File: src/rtl/micro_sequencer.sv
// micro_sequencer: microcoded controller for the dedicated-processor datapath.
// Define MSEQ_STEP_EN to add stepMode/step inputs that gate FETCH one instruction per pulse.
//
// state    | meaning
// ---------+--------------------------------------------------------------
// S_IDLE   | waiting for start after reset
// S_FETCH  | imemAddr = pc; ROM word arrives next cycle
// S_DECODE | capture ROM word into ir
// S_EXEC   | drive datapath controls from ir for one cycle, update pc
// S_DONE   | program halted or watchdog fired; waiting for start

module micro_sequencer #(
    parameter int PC_W      = 6,
    parameter int MAX_STEPS = 1023
) (
    input  logic            clk,
    input  logic            reset,
    input  logic            start,
`ifdef MSEQ_STEP_EN
    input  logic            stepMode,
    input  logic            step,
`endif
    output logic            busy,
    output logic            done,
    output logic            err,
    output logic [PC_W-1:0] imemAddr,
    input  logic [15:0]     imemData,
    output logic            RFSrcMuxSel,
    output logic [2:0]      readAddr1,
    output logic [2:0]      readAddr2,
    output logic [2:0]      writeAddr,
    output logic            writeEn,
    output logic            outBuf,
    output logic [2:0]      aluOP,
    input  logic            aBTb
);

    typedef enum logic [2:0] {
        S_IDLE,
        S_FETCH,
        S_DECODE,
        S_EXEC,
        S_DONE
    } state_t;

    localparam logic [1:0] OP_EXEC = 2'b00;
    localparam logic [1:0] OP_JMP  = 2'b01;
    localparam logic [1:0] OP_BRT  = 2'b10;
    localparam logic [1:0] OP_HALT = 2'b11;

    localparam bit         WDOG_EN    = (MAX_STEPS != 0);
    localparam logic [9:0] STEP_LIMIT = 10'(MAX_STEPS);

    state_t            state, state_n;
    logic [PC_W-1:0]   pc, pc_n;
    logic [15:0]       ir, ir_n;
    logic [9:0]        step_cnt, step_cnt_n;
    logic              err_q, err_n;

    logic [1:0]        op;
    logic [PC_W-1:0]   pc_inc;
    logic [PC_W-1:0]   target;
    logic              fetch_go;

    assign op     = ir[15:14];
    assign target = ir[PC_W-1:0];
    assign pc_inc = pc + PC_W'(1);

`ifdef MSEQ_STEP_EN
    assign fetch_go = !stepMode || step;
`else
    assign fetch_go = 1'b1;
`endif

    always_ff @(posedge clk or negedge reset) begin
        if (!reset) begin
            state    <= S_IDLE;
            pc       <= '0;
            ir       <= '0;
            step_cnt <= '0;
            err_q    <= 1'b0;
        end else begin
            state    <= state_n;
            pc       <= pc_n;
            ir       <= ir_n;
            step_cnt <= step_cnt_n;
            err_q    <= err_n;
        end
    end

    always_comb begin
        state_n     = state;
        pc_n        = pc;
        ir_n        = ir;
        step_cnt_n  = step_cnt;
        err_n       = err_q;
        RFSrcMuxSel = 1'b0;
        readAddr1   = 3'd0;
        readAddr2   = 3'd0;
        writeAddr   = 3'd0;
        writeEn     = 1'b0;
        outBuf      = 1'b0;
        aluOP       = 3'd0;

        case (state)
            S_IDLE, S_DONE: begin
                if (start) begin
                    state_n    = S_FETCH;
                    pc_n       = '0;
                    step_cnt_n = '0;
                    err_n      = 1'b0;
                end
            end

            S_FETCH: begin
                if (fetch_go) begin
                    state_n = S_DECODE;
                end
            end

            S_DECODE: begin
                ir_n    = imemData;
                state_n = S_EXEC;
            end

            S_EXEC: begin
                case (op)
                    OP_EXEC: begin
                        RFSrcMuxSel = ir[13];
                        readAddr1   = ir[12:10];
                        readAddr2   = ir[9:7];
                        writeAddr   = ir[6:4];
                        writeEn     = 1'b1;
                        outBuf      = ir[3];
                        aluOP       = ir[2:0];
                        pc_n        = pc_inc;
                    end
                    OP_JMP:  pc_n = target;
                    OP_BRT:  pc_n = aBTb ? target : pc_inc;
                    default: pc_n = pc;
                endcase

                if (op == OP_HALT) begin
                    state_n = S_DONE;
                end else begin
                    // The watchdog trips on the instruction that brings the retired count to the limit.
                    step_cnt_n = step_cnt + 10'd1;
                    if (WDOG_EN && (step_cnt_n == STEP_LIMIT)) begin
                        state_n = S_DONE;
                        err_n   = 1'b1;
                    end else begin
                        state_n = S_FETCH;
                    end
                end
            end

            default: state_n = S_IDLE;
        endcase
    end

    assign busy     = (state == S_FETCH) || (state == S_DECODE) || (state == S_EXEC);
    assign done     = (state == S_DONE);
    assign err      = err_q;
    assign imemAddr = pc;

endmodule

File: config.mk
export PLATFORM = sky130hd
export DESIGN_NAME = micro_sequencer
export DESIGN_NICKNAME = d
export VERILOG_FILES = /design/src/rtl/micro_sequencer.sv
export SDC_FILE = /design/constraint.sdc
export NUM_CORES = 1
export LEC_CHECK = 0
export CAP_MARGIN = 20
export CORE_MARGIN = 2
export CORE_UTILIZATION = 45
export CTS_CLUSTER_DIAMETER = 100
export CTS_CLUSTER_SIZE = 28
export DETAILED_ROUTE_END_ITERATION = 7
export PLACE_DENSITY = 0.83
export SYNTH_ARGS = -nofsm -noshare
export SYNTH_HDL_FRONTEND = slang
export SYNTH_SLANG_ARGS = --single-unit
File: constraint.sdc
create_clock -name clk -period 1.7 [get_ports clk]
set_input_delay 0.34 -clock clk [delete_from_list [all_inputs] [get_ports clk]]
set_output_delay 0.34 -clock clk [all_outputs]
set_load 0.01 [all_outputs]
==> key figures <==
Global route
  – GRT Total Usage: 21.97%
  – Largest net degree at the start of global routing: 37
  – Vias in the first global route: 1,729
  – First-pass GRT wire length: 8556 um
  – Antenna violations before repair: 0
  – Grt ovf: 0

Timing
  – Final setup vio count: 10
  – Final Hold Vio Count: 0
  – Fmax: 583.0 MHz
  – Final period utilization: 100.9%
  – Worst Tran Pin Value: 0.3728 ns
  – Pins Over Slew Limit: 0
  – Minimum clock period: 1.715 ns
  – Clock Skews: 0.01077 ns
  – Unrepaired setup endpoints after global routing: true
  – Setup WS post-layout: -0.01529 ns
  – Rel. slew slack: 75.06%
  – Setup TNS: -0.05940 ns

Worst setup path
  – Crit. End Element: output port
  – Worst Setup Start Kind: flip-flop
  – CP arrival: 1.38 ns
  – Maximum fanout along the worst path: 16
  – Reg2Reg Depth: 5
  – CP required: 1.36 ns
  – Crit Path Category: reg2out

Synth
  – Share of synthesized flip-flops with an asynchronous set or reset: 100.0%
  – Yosys top cell by area: dfrtp_1
  – Synthesized flop and latch total: 36
  – Distinct cells, synth: 40
  – Ranking of synthesized cells by area: dfrtp_1, mux2_2, and3_1
  – Number of synthesized flops with an enable pin: 0
  – Syn Area/Cell: 10.12 um^2
  – Count leader, synth: dfrtp_1
  – Ys Warns: 0
  – Mapped Cells: 193
  – Ys flop type: dfrtp_1
  – Mapped cell area: 1953 um^2
  – Post-synth top cells: dfrtp_1, o21ai_0, nand2_1
  – Top cell type's share of synthesized area: 46.12%
  – Syn Nets: 220
  – Sequential share of the synthesized area: 46.12%

Clocking
  – Root buf cell: clkbuf_8
  – Buffer count from post-CTS setup fixing: 0
  – Clock Latency Late Sink: 0.29 ns
  – H-tree Lvls: 2
  – Clock Tree Buf Depth: 2
  – CTS buffer count: 5
  – Clock net sink count: 36
  – Clk pin slew, worst setup/hold paths: 0.07 ns
  – CTS tree: done
  – CTS Hold Bufs: 0

Drt
  – Via count: 1,729
  – Initial drt markers: 145
  – Post-DRT Antenna Nets: 0
  – Via density: 5.489
  – Routed WL: 5050 um
  – Detailed Routing Iterations Pass 1: 4
  – Drt wl/cell: 16.03 um
  – Drc violations: 0

Floorplanning
  – Die area: 4883 um^2
  – # rows: 23
  – Core Area: 4086 um^2
  – Die width: 69.88 um
  – Initial Util: 47.80%
  – Die height: 69.88 um
  – I/O pins: 44

Run status
  – Violated checks: setup timing
  – Status: complete, but fails checks

Power and ir drop
  – Switching Share: 38.13%
  – Logic pwr share: 53.5%
  – Clock Power Share: 15.8%
  – VDD IR-drop max: 0.9476 mV
  – Leakage: 1.289 nW
  – Net Sw Power: 1.799 mW
  – Flop pwr share: 30.7%
  – Int Pwr: 2.919 mW
  – Pwr Density: 1712 nW/um^2
  – Final Power: 4.718 mW

Final layout
  – Final std cells w/o fill: 315
  – Final net count: 291
  – Area grow syn2layout: 41.13%
  – Antenna Cells: 0
  – Layout cells sized above 1: 31.32%

Place
  – Port-buffer cells: 43
  – GPL Wtd Cong: 0.8041
  – Final HPWL DP: 3521 um
  – Placed insts: 307

Run
  – # Max-Cap Violations: 0

Worst hold path
  – Min-Delay Path Class: in2async
-- critical path, cell delays in order, from the launching register on --
cell and delay (ns):
dfrtp_1 0.39, and3b_2 0.23, buf_12 0.15, and3_1 0.18
buf_2 0.13
-- sequential cells by signal, indices dropped and copies added, names as in the netlist --
signal,flops
ir,16
step_cnt,10
imemAddr,6
state,3
err,1
-- per-layer routing --
metal / wire length, um / global-route usage, % / up-vias / part of all wire [%]
li1: - / - / 840 / -
met1: 2285 / 29.48 / 836 / 45
met2: 2514 / 35.87 / 44 / 50
met3: 180 / 4.906 / 9 / 3.6
met4: 70 / 6.197 / 0 / 1.4
met5: 0 / 0 / - / 0
-- layout by cell type, fill, tap and decap left out, types with 2 or more instances in the layout --
master / Yosys / final
o2bb2ai_1: 2 / 2
o31ai_1: 2 / 2
a22oi_1: 5 / 5
mux2_2: 14 / 14
a31oi_1: 3 / 3
xor2_1: 4 / 4
nand2_1: 17 / 17
xnor2_1: 6 / 6
inv_1: 8 / 8
a21oi_1: 3 / 2
nor4_4: 1 / 2
buf_12: 0 / 3
o22ai_1: 2 / 2
o21ai_1: 1 / 5
nand4_1: 2 / 2
nor2_1: 5 / 4
clkdlybuf4s50_1: 0 / 26
nand3_1: 13 / 13
clkbuf_8: 0 / 5
buf_2: 1 / 15
ha_1: 7 / 5
dfrtp_2: 0 / 2
buf_4: 0 / 26
and3_1: 16 / 16
o21ai_0: 20 / 16
dfrtp_1: 36 / 34
-- per-stage QoR --
step | util, % | instance area (um^2) | hold WS [ns] | setup slack (ns)
detailed placement | 65.16 | 2663 | 0.4941 | -0.2408
CTS | 66.38 | 2713 | 0.4145 | -0.01364
global route | 67.45 | 2756 | 0.4349 | -0.05750
finish | 67.45 | 2756 | 0.4114 | -0.01529
floorplan | - | 1954 | 0.04441 | 0.04930
global placement | 65.16 | 2663 | 0.4866 | -0.2001
-- worst paths after layout --
kind	to	from	slack (ns)
worst max-delay path	RFSrcMuxSel	state[1]	-0.02
worst min-delay path	step_cnt[5]	reset	0.41
worst max register to register	err	step_cnt[3]	0.06
worst min register to register	ir[12]	ir[12]	0.50
max in group asynchronous	step_cnt[0]	reset	1.08
min in group clk	ir[12]	ir[12]	0.50
-- timing repair --
item | 4_1_cts | 5_1_grt
setup endpoints to repair | 19 | 32
pin swaps | 1 | 2
resized for setup | 69 | 14
-- area by class of cell --
type                       count  area (um^2)
fill                         324         1330
inverter                       8        30.03
clock inverter                 2        35.03
tap                           50        62.56
clock buffer                   6        72.57
multi-input combinational    141         1049
sequential                    36        903.4
timing repair buffer          72        604.3
-- kinds of logic (layout without fill, tap and decap cells) --
group | Yosys count | after routing | share of synthesized area, %
fa+ha+maj | 7 | 7 | 4.484
flops | 36 | 36 | 46.12
compound gates | 43 | 43 | 13.71
buf+inv | 16 | 88 | 3.523
xor+xnor | 10 | 10 | 4.484
simple gates | 67 | 67 | 19.60
mux | 14 | 14 | 8.072
-- power groups by stage --
stage	Combinational (mW)	Clock, mW	Sequential [mW]
floorplan	1.26	0	1.44
global placement	2.32	0	1.44
detailed placement	2.41	0	1.46
CTS	2.40	0.755	1.44
global route	2.76	0.793	1.50
finish	2.52	0.746	1.45
No activity file was read; power rests on OpenSTA's default activity.
